`src/rtl/pll_rst_pkg.sv`:
```
// Shared types and constants for the PLL reset sequencer.
// cnt_width() returns the width of the per-state down-counter.
package pll_rst_pkg;

   typedef enum logic [2:0] {
      HOLD,
      WAIT_LOCK,
      STABLE,
      REL_PERIPH,
      RUN
   } state_t;

   localparam int DEF_MIN_RST_CYCLES = 16;
   localparam int DEF_LOCK_TIMEOUT   = 65536;
   localparam int DEF_STABLE_CYCLES  = 1024;
   localparam int DEF_STAGE_CYCLES   = 8;
   localparam int DEF_LOSS_CNT_W     = 8;

   // Loaded values are N-1, so clog2 of the largest N is always wide enough.
   function automatic int cnt_width(input int a, input int b, input int c, input int d);
      int m;
      m = a;
      if (b > m) m = b;
      if (c > m) m = c;
      if (d > m) m = d;
      return (m < 2) ? 1 : $clog2(m);
   endfunction

endpackage

```
`src/rtl/pll_rst_seq_bit_sync2.sv`:
```
// Generic two-flop synchroniser with synchronous active-high reset.
// Reset clears both stages, so the output reads 0 until d has been seen twice.
module bit_sync2 (
   input  logic clk,
   input  logic rst,
   input  logic d,
   output logic q
);

   logic meta;

   always_ff @(posedge clk) begin
      if (rst) begin
         meta <= 1'b0;
         q    <= 1'b0;
      end else begin
         meta <= d;
         q    <= meta;
      end
   end

endmodule

```
`src/rtl/pll_rst_seq.sv`:
```
// Reset sequencer behind the PLL: holds the PLL in reset, waits for a stable
// lock, then releases periph_rst and sys_rst in two stages.
//
// state      | meaning
// -----------+-----------------------------------------------------------
// HOLD       | PLL and both resets asserted for MIN_RST_CYCLES
// WAIT_LOCK  | PLL released, waiting up to LOCK_TIMEOUT cycles for lock
// STABLE     | lock seen, must stay high for STABLE_CYCLES cycles
// REL_PERIPH | periph_rst released, sys_rst held for STAGE_CYCLES cycles
// RUN        | all resets released, ready high
module pll_rst_seq
   import pll_rst_pkg::*;
#(
   parameter int MIN_RST_CYCLES = DEF_MIN_RST_CYCLES,
   parameter int LOCK_TIMEOUT   = DEF_LOCK_TIMEOUT,
   parameter int STABLE_CYCLES  = DEF_STABLE_CYCLES,
   parameter int STAGE_CYCLES   = DEF_STAGE_CYCLES,
   parameter int LOSS_CNT_W     = DEF_LOSS_CNT_W
) (
   input  logic                  clk,
   input  logic                  rst,
   input  logic                  pll_lock,
   input  logic                  ext_rst_req,
   output logic                  pll_rst,
   output logic                  periph_rst,
   output logic                  sys_rst,
   output logic                  ready,
   output logic [LOSS_CNT_W-1:0] lock_loss_cnt
);

   localparam int CNT_W = cnt_width(MIN_RST_CYCLES, LOCK_TIMEOUT, STABLE_CYCLES, STAGE_CYCLES);

   localparam logic [CNT_W-1:0] LD_HOLD   = CNT_W'(MIN_RST_CYCLES - 1);
   localparam logic [CNT_W-1:0] LD_WAIT   = CNT_W'(LOCK_TIMEOUT - 1);
   localparam logic [CNT_W-1:0] LD_STABLE = CNT_W'(STABLE_CYCLES - 1);
   localparam logic [CNT_W-1:0] LD_STAGE  = CNT_W'(STAGE_CYCLES - 1);

   state_t           state, state_n;
   logic [CNT_W-1:0] cnt, cnt_n;
   logic             lock_s;
   logic             loss_inc;

   bit_sync2 u_lock_sync (
      .clk (clk),
      .rst (rst),
      .d   (pll_lock),
      .q   (lock_s)
   );

   always_comb begin
      state_n  = state;
      cnt_n    = (cnt != '0) ? cnt - 1'b1 : cnt;
      loss_inc = 1'b0;
      case (state)
         HOLD: begin
            // A held request keeps reloading, so HOLD only ends after it drops.
            if (ext_rst_req) begin
               cnt_n = LD_HOLD;
            end else if (cnt == '0) begin
               state_n = WAIT_LOCK;
               cnt_n   = LD_WAIT;
            end
         end
         WAIT_LOCK: begin
            if (ext_rst_req) begin
               state_n = HOLD;
               cnt_n   = LD_HOLD;
            end else if (lock_s) begin
               state_n = STABLE;
               cnt_n   = LD_STABLE;
            end else if (cnt == '0) begin
               state_n = HOLD;
               cnt_n   = LD_HOLD;
            end
         end
         STABLE: begin
            if (ext_rst_req) begin
               state_n = HOLD;
               cnt_n   = LD_HOLD;
            end else if (!lock_s) begin
               state_n = WAIT_LOCK;
               cnt_n   = LD_WAIT;
            end else if (cnt == '0) begin
               state_n = REL_PERIPH;
               cnt_n   = LD_STAGE;
            end
         end
         REL_PERIPH: begin
            // Lock loss is checked first so a coincident request still counts.
            if (!lock_s) begin
               state_n  = HOLD;
               cnt_n    = LD_HOLD;
               loss_inc = 1'b1;
            end else if (ext_rst_req) begin
               state_n = HOLD;
               cnt_n   = LD_HOLD;
            end else if (cnt == '0) begin
               state_n = RUN;
            end
         end
         RUN: begin
            if (!lock_s) begin
               state_n  = HOLD;
               cnt_n    = LD_HOLD;
               loss_inc = 1'b1;
            end else if (ext_rst_req) begin
               state_n = HOLD;
               cnt_n   = LD_HOLD;
            end
         end
         default: begin
            state_n = HOLD;
            cnt_n   = LD_HOLD;
         end
      endcase
   end

   always_ff @(posedge clk) begin
      if (rst) begin
         state         <= HOLD;
         cnt           <= LD_HOLD;
         pll_rst       <= 1'b1;
         periph_rst    <= 1'b1;
         sys_rst       <= 1'b1;
         ready         <= 1'b0;
         lock_loss_cnt <= '0;
      end else begin
         state      <= state_n;
         cnt        <= cnt_n;
         pll_rst    <= (state_n == HOLD);
         periph_rst <= !((state_n == REL_PERIPH) || (state_n == RUN));
         sys_rst    <= (state_n != RUN);
         ready      <= (state_n == RUN);
         if (loss_inc && !(&lock_loss_cnt))
            lock_loss_cnt <= lock_loss_cnt + 1'b1;
      end
   end

endmodule

```
`config.mk`:
```
export PLATFORM = sky130hd
export DESIGN_NAME = pll_rst_seq
export DESIGN_NICKNAME = d
export VERILOG_FILES = /design/src/rtl/pll_rst_pkg.sv /design/src/rtl/pll_rst_seq_bit_sync2.sv /design/src/rtl/pll_rst_seq.sv
export SDC_FILE = /design/constraint.sdc
export NUM_CORES = 1
export LEC_CHECK = 0
export ABC_AREA = 1
export CELL_PAD_IN_SITES_DETAIL_PLACEMENT = 1
export CELL_PAD_IN_SITES_GLOBAL_PLACEMENT = 1
export CORE_MARGIN = 5
export CORE_UTILIZATION = 40
export DETAILED_ROUTE_END_ITERATION = 10
export PLACE_DENSITY = 0.82
export SLEW_MARGIN = 0
export SYNTH_ARGS = -nofsm -noshare
export SYNTH_HDL_FRONTEND = slang
export SYNTH_SLANG_ARGS = --single-unit
export TNS_END_PERCENT = 100
```
`constraint.sdc`:
```
create_clock -name clk -period 2.25 [get_ports clk]
set_clock_uncertainty 0.15 [all_clocks]
set_input_delay 0.225 -clock clk [delete_from_list [all_inputs] [get_ports clk]]
set_output_delay 0.225 -clock clk [all_outputs]
set_load 0.01 [all_outputs]
```
==> results.py <==
metrics = {
    "grt": {
        "first_global_vias": 2064,
        "grt_pass1_wl_mm": 9.75,
        "antenna_found_initial": 0,
        "grtUsageTotal_pct": 19.4,
        "grtUsageMet1_pct": 23.5,
        "gr-total-overflow": 0,
        "grt_use_met3_pct": 3.61,
        "grt_use_met2_pct": 35.2,
        "grt_max_degree": 11,
        "top_usage_layer": "met2",
    },
    "logic_synthesis": {
        "yosysTopAreaCell": "dfxtp_1",
        "yosysMostFrequentCell": "nand2_1",
        "synth-edff-count": 0,
        "netlist_area_um2": 1950,
        "ys_top_cells_by_area": "dfxtp_1 34%, nand2_1 12%, nor2_1 9.2%, inv_1 6.4%, a21oi_1 5.9%",
        "synth_flop_cell": "dfxtp_1",
        "syn_nets": 301,
        "yosysTopAreaCellShare_pct": 33.9,
        "synth-async-reset-ratio_pct": 0,
        "syn_avg_cell_area_um2": 6.65,
        "ys_types": 28,
        "ys_top_cells_by_count": "61 x nand2_1, 48 x nor2_1, 33 x dfxtp_1, 33 x inv_1, 23 x a21oi_1",
        "synth_warnings": 0,
        "seq_area_frac_synth_pct": 33.9,
        "netlist_instances": 293,
        "synth_seq_cells": 33,
    },
    "placement": {
        "gp_congestion": 0.826,
        "port-buffer-count": 15,
        "dp_hpwl_mm": 4.41,
        "dpl_worst_slack_ns": 0.280,
    },
    "routing": {
        "drc": 0,
        "drt_wl_total_mm": 5.61,
        "via_per_inst": 5.11,
        "drt_first_iter_violations": 74,
        "antenna_left": 0,
        "wl_per_cell_um": 14.6,
        "drt-pass1-iter-count": 4,
        "routed-via-count": 1964,
    },
    "die": {
        "initial_core_util_pct": 41.3,
        "num_io_pins": 16,
        "die_w_um": 79.8,
        "core_um2": 4720,
        "die_h_um": 79.8,
        "die_area_um2": 6370,
        "num_rows": 25,
    },
    "job": {
        "drv_cap": 0,
    },
    "timing": {
        "slew_headroom_pct": 76.6,
        "period_needed_ns": 1.91,
        "rsz0062_at_grt": "no",
        "tns_ns": 0,
        "setup_violations": 0,
        "hold_violations": 0,
        "worst_slew_pin_slew_ns": 0.349,
        "max_freq_mhz": 524,
        "drv_slew": 0,
        "min_period_over_period_pct": 84.8,
        "setup_slack_ns": 0.342,
    },
    "clock_network": {
        "root_buffer": "clkbuf_8",
        "numClockSinks": 33,
        "h-tree-depth": 2,
        "tritoncts": "built",
        "postCtsHoldBufs": 0,
        "clkLatencyLatePin_ns": 0.29,
        "clkTransAtPathRegs_ns": 0.07,
        "cts_resized": 0,
        "post_cts_buffers": 0,
        "cts_buffers": 5,
        "clockBufferDepth": 2,
    },
    "critical_path": {
        "cp_max_fo": 8,
        "cp.arrival_ns": 1.91,
        "crit_type": "reg2reg",
        "required_ns": 2.25,
        "max_stage_delay_ns": 0.35,
        "endpoint_kind": "flop",
        "critPathSlowestCell": "dfxtp_1",
        "cp-start-kind": "flop",
        "path_cells": "nor2_1 -> nand2_1 -> nor2_1 -> nand2_2 -> o21ai_0 -> nand2_1 -> o21ai_0 -> nand3_1",
    },
    "power_and_ir_drop": {
        "p_switching_mw": 0.247,
        "power_frac_seq_pct": 55.3,
        "pwr_density_cell_nw_per_um2": 468,
        "swShare_pct": 23.2,
        "combinationalPowerShare_pct": 3.7,
        "clkPwrFrac_pct": 41.0,
        "p_int_mw": 0.819,
        "vdd_ir_drop_max_v": 0.000330,
        "p_leak_nw": 1.01,
    },
    "worst_hold_path": {
        "hp-class": "reg2reg",
    },
    "layout": {
        "fin_nets": 324,
        "final.fill_count": 641,
        "areaGrowthSynthToFinish_pct": 16.8,
        "drive_gt1_share_pct": 10.4,
        "antenna_cells": 0,
    },
    "outcome": {
        "status": "completed",
    },
}
## through the flow
step / utilization (%) / instance area [um^2] / total power [mW] / instances / hold WS [ns]
2_1_floorplan: - / 1950 / 0.625 / 293 / 0.182
3_3_place_gp: 46.4 / 2190 / 0.641 / 376 / 0.242
3_5_place_dp: 46.4 / 2190 / 0.642 / 376 / 0.256
4_1_cts: 48.2 / 2280 / 1.07 / 384 / 0.265
5_1_grt: 48.2 / 2280 / 1.11 / 384 / 0.288
6_report: 48.2 / 2280 / 1.07 / 384 / 0.259
## power by group through the flow
stage / Clock (mW) / Sequential [mW] / Combinational [mW]
finish: 0.437 / 0.590 / 0.0391
global route: 0.475 / 0.590 / 0.0434
CTS: 0.443 / 0.590 / 0.0395
detailed placement: 0 / 0.603 / 0.0389
global placement: 0 / 0.603 / 0.0375
floorplan: 0 / 0.603 / 0.0227
## worst paths after layout
check	startpoint	to	slack, ns	depth (start not counted)
max	cnt[9]	cnt[2]	0.34	8
max reg2reg	cnt[9]	cnt[2]	0.34	8
min reg2reg	u_lock_sync.meta	u_lock_sync.q	0.26	2
min	u_lock_sync.meta	u_lock_sync.q	0.26	2
## cell families (layout without fill, tap and decap cells)
kind of cell | count (synthesis) | in the layout | share of synthesized area (%)
buf+inv | 36 | 60 | 7.00
xor+xnor | 10 | 10 | 4.49
fa+ha+maj | 4 | 4 | 2.57
simple gates | 169 | 169 | 39.7
compound gates | 41 | 41 | 12.3
flops | 33 | 33 | 33.9
## cells in the final DEF, fill, tap and decap left out
| cell type | n |
|---|---|
| or2_2 | 2 |
| inv_2 | 1 |
| nand2_1 | 61 |
| and2_1 | 1 |
| xor2_1 | 5 |
| nor3_1 | 9 |
| nand3_1 | 19 |
| nand3_4 | 1 |
| xnor2_1 | 5 |
| nand4_1 | 8 |
| clkinv_1 | 1 |
| o21ai_4 | 2 |
| nor3b_1 | 1 |
| nand2_4 | 2 |
| nand2_2 | 6 |
| nor2_1 | 48 |
| a21oi_2 | 2 |
| clkdlybuf4s50_1 | 15 |
| clkbuf_1 | 2 |
| o21ai_1 | 2 |
| ha_1 | 4 |
| a21oi_1 | 23 |
| clkinvlp_4 | 1 |
| o21ai_0 | 10 |
| o31ai_1 | 1 |
| dfxtp_1 | 33 |
| nor2_2 | 9 |
| clkbuf_8 | 5 |
| buf_4 | 2 |
| inv_1 | 33 |
| o21bai_1 | 1 |
| nand3b_1 | 2 |
## state kept, by name, indices dropped and copies added, names as in the netlist
register	flops
cnt	16
lock_loss_cnt	8
state	3
periph_rst	1
pll_rst	1
ready	1
sys_rst	1
u_lock_sync.meta	1
u_lock_sync.q	1
## metal layers
| metal | vias to the layer above | share of wire [%] |
|---|---|---|
| li1 | 990 | - |
| met1 | 941 | 45 |
| met2 | 29 | 51 |
| met3 | 4 | 2.6 |
| met4 | 0 | 0.93 |
| met5 | - | 0 |
## worst max-delay path, delay by kind of cell, from the launching register on
family          cells  cell delay [ns]
simple gates        6             0.90
flops               1             0.35
compound gates      2             0.38
## cell type report
class                   count  area [um^2]  area share, %
clock buffers               7         76.3           3.35
clock inverters             1         7.51          0.330
inverters                  35          131           5.77
multi-input cells         224         1150           50.6
flip-flops and latches     33          661           29.0
well taps                  67         83.8           3.68
repair buffers             17          165           7.25
Note: power is estimated with default switching activity, not from simulation.
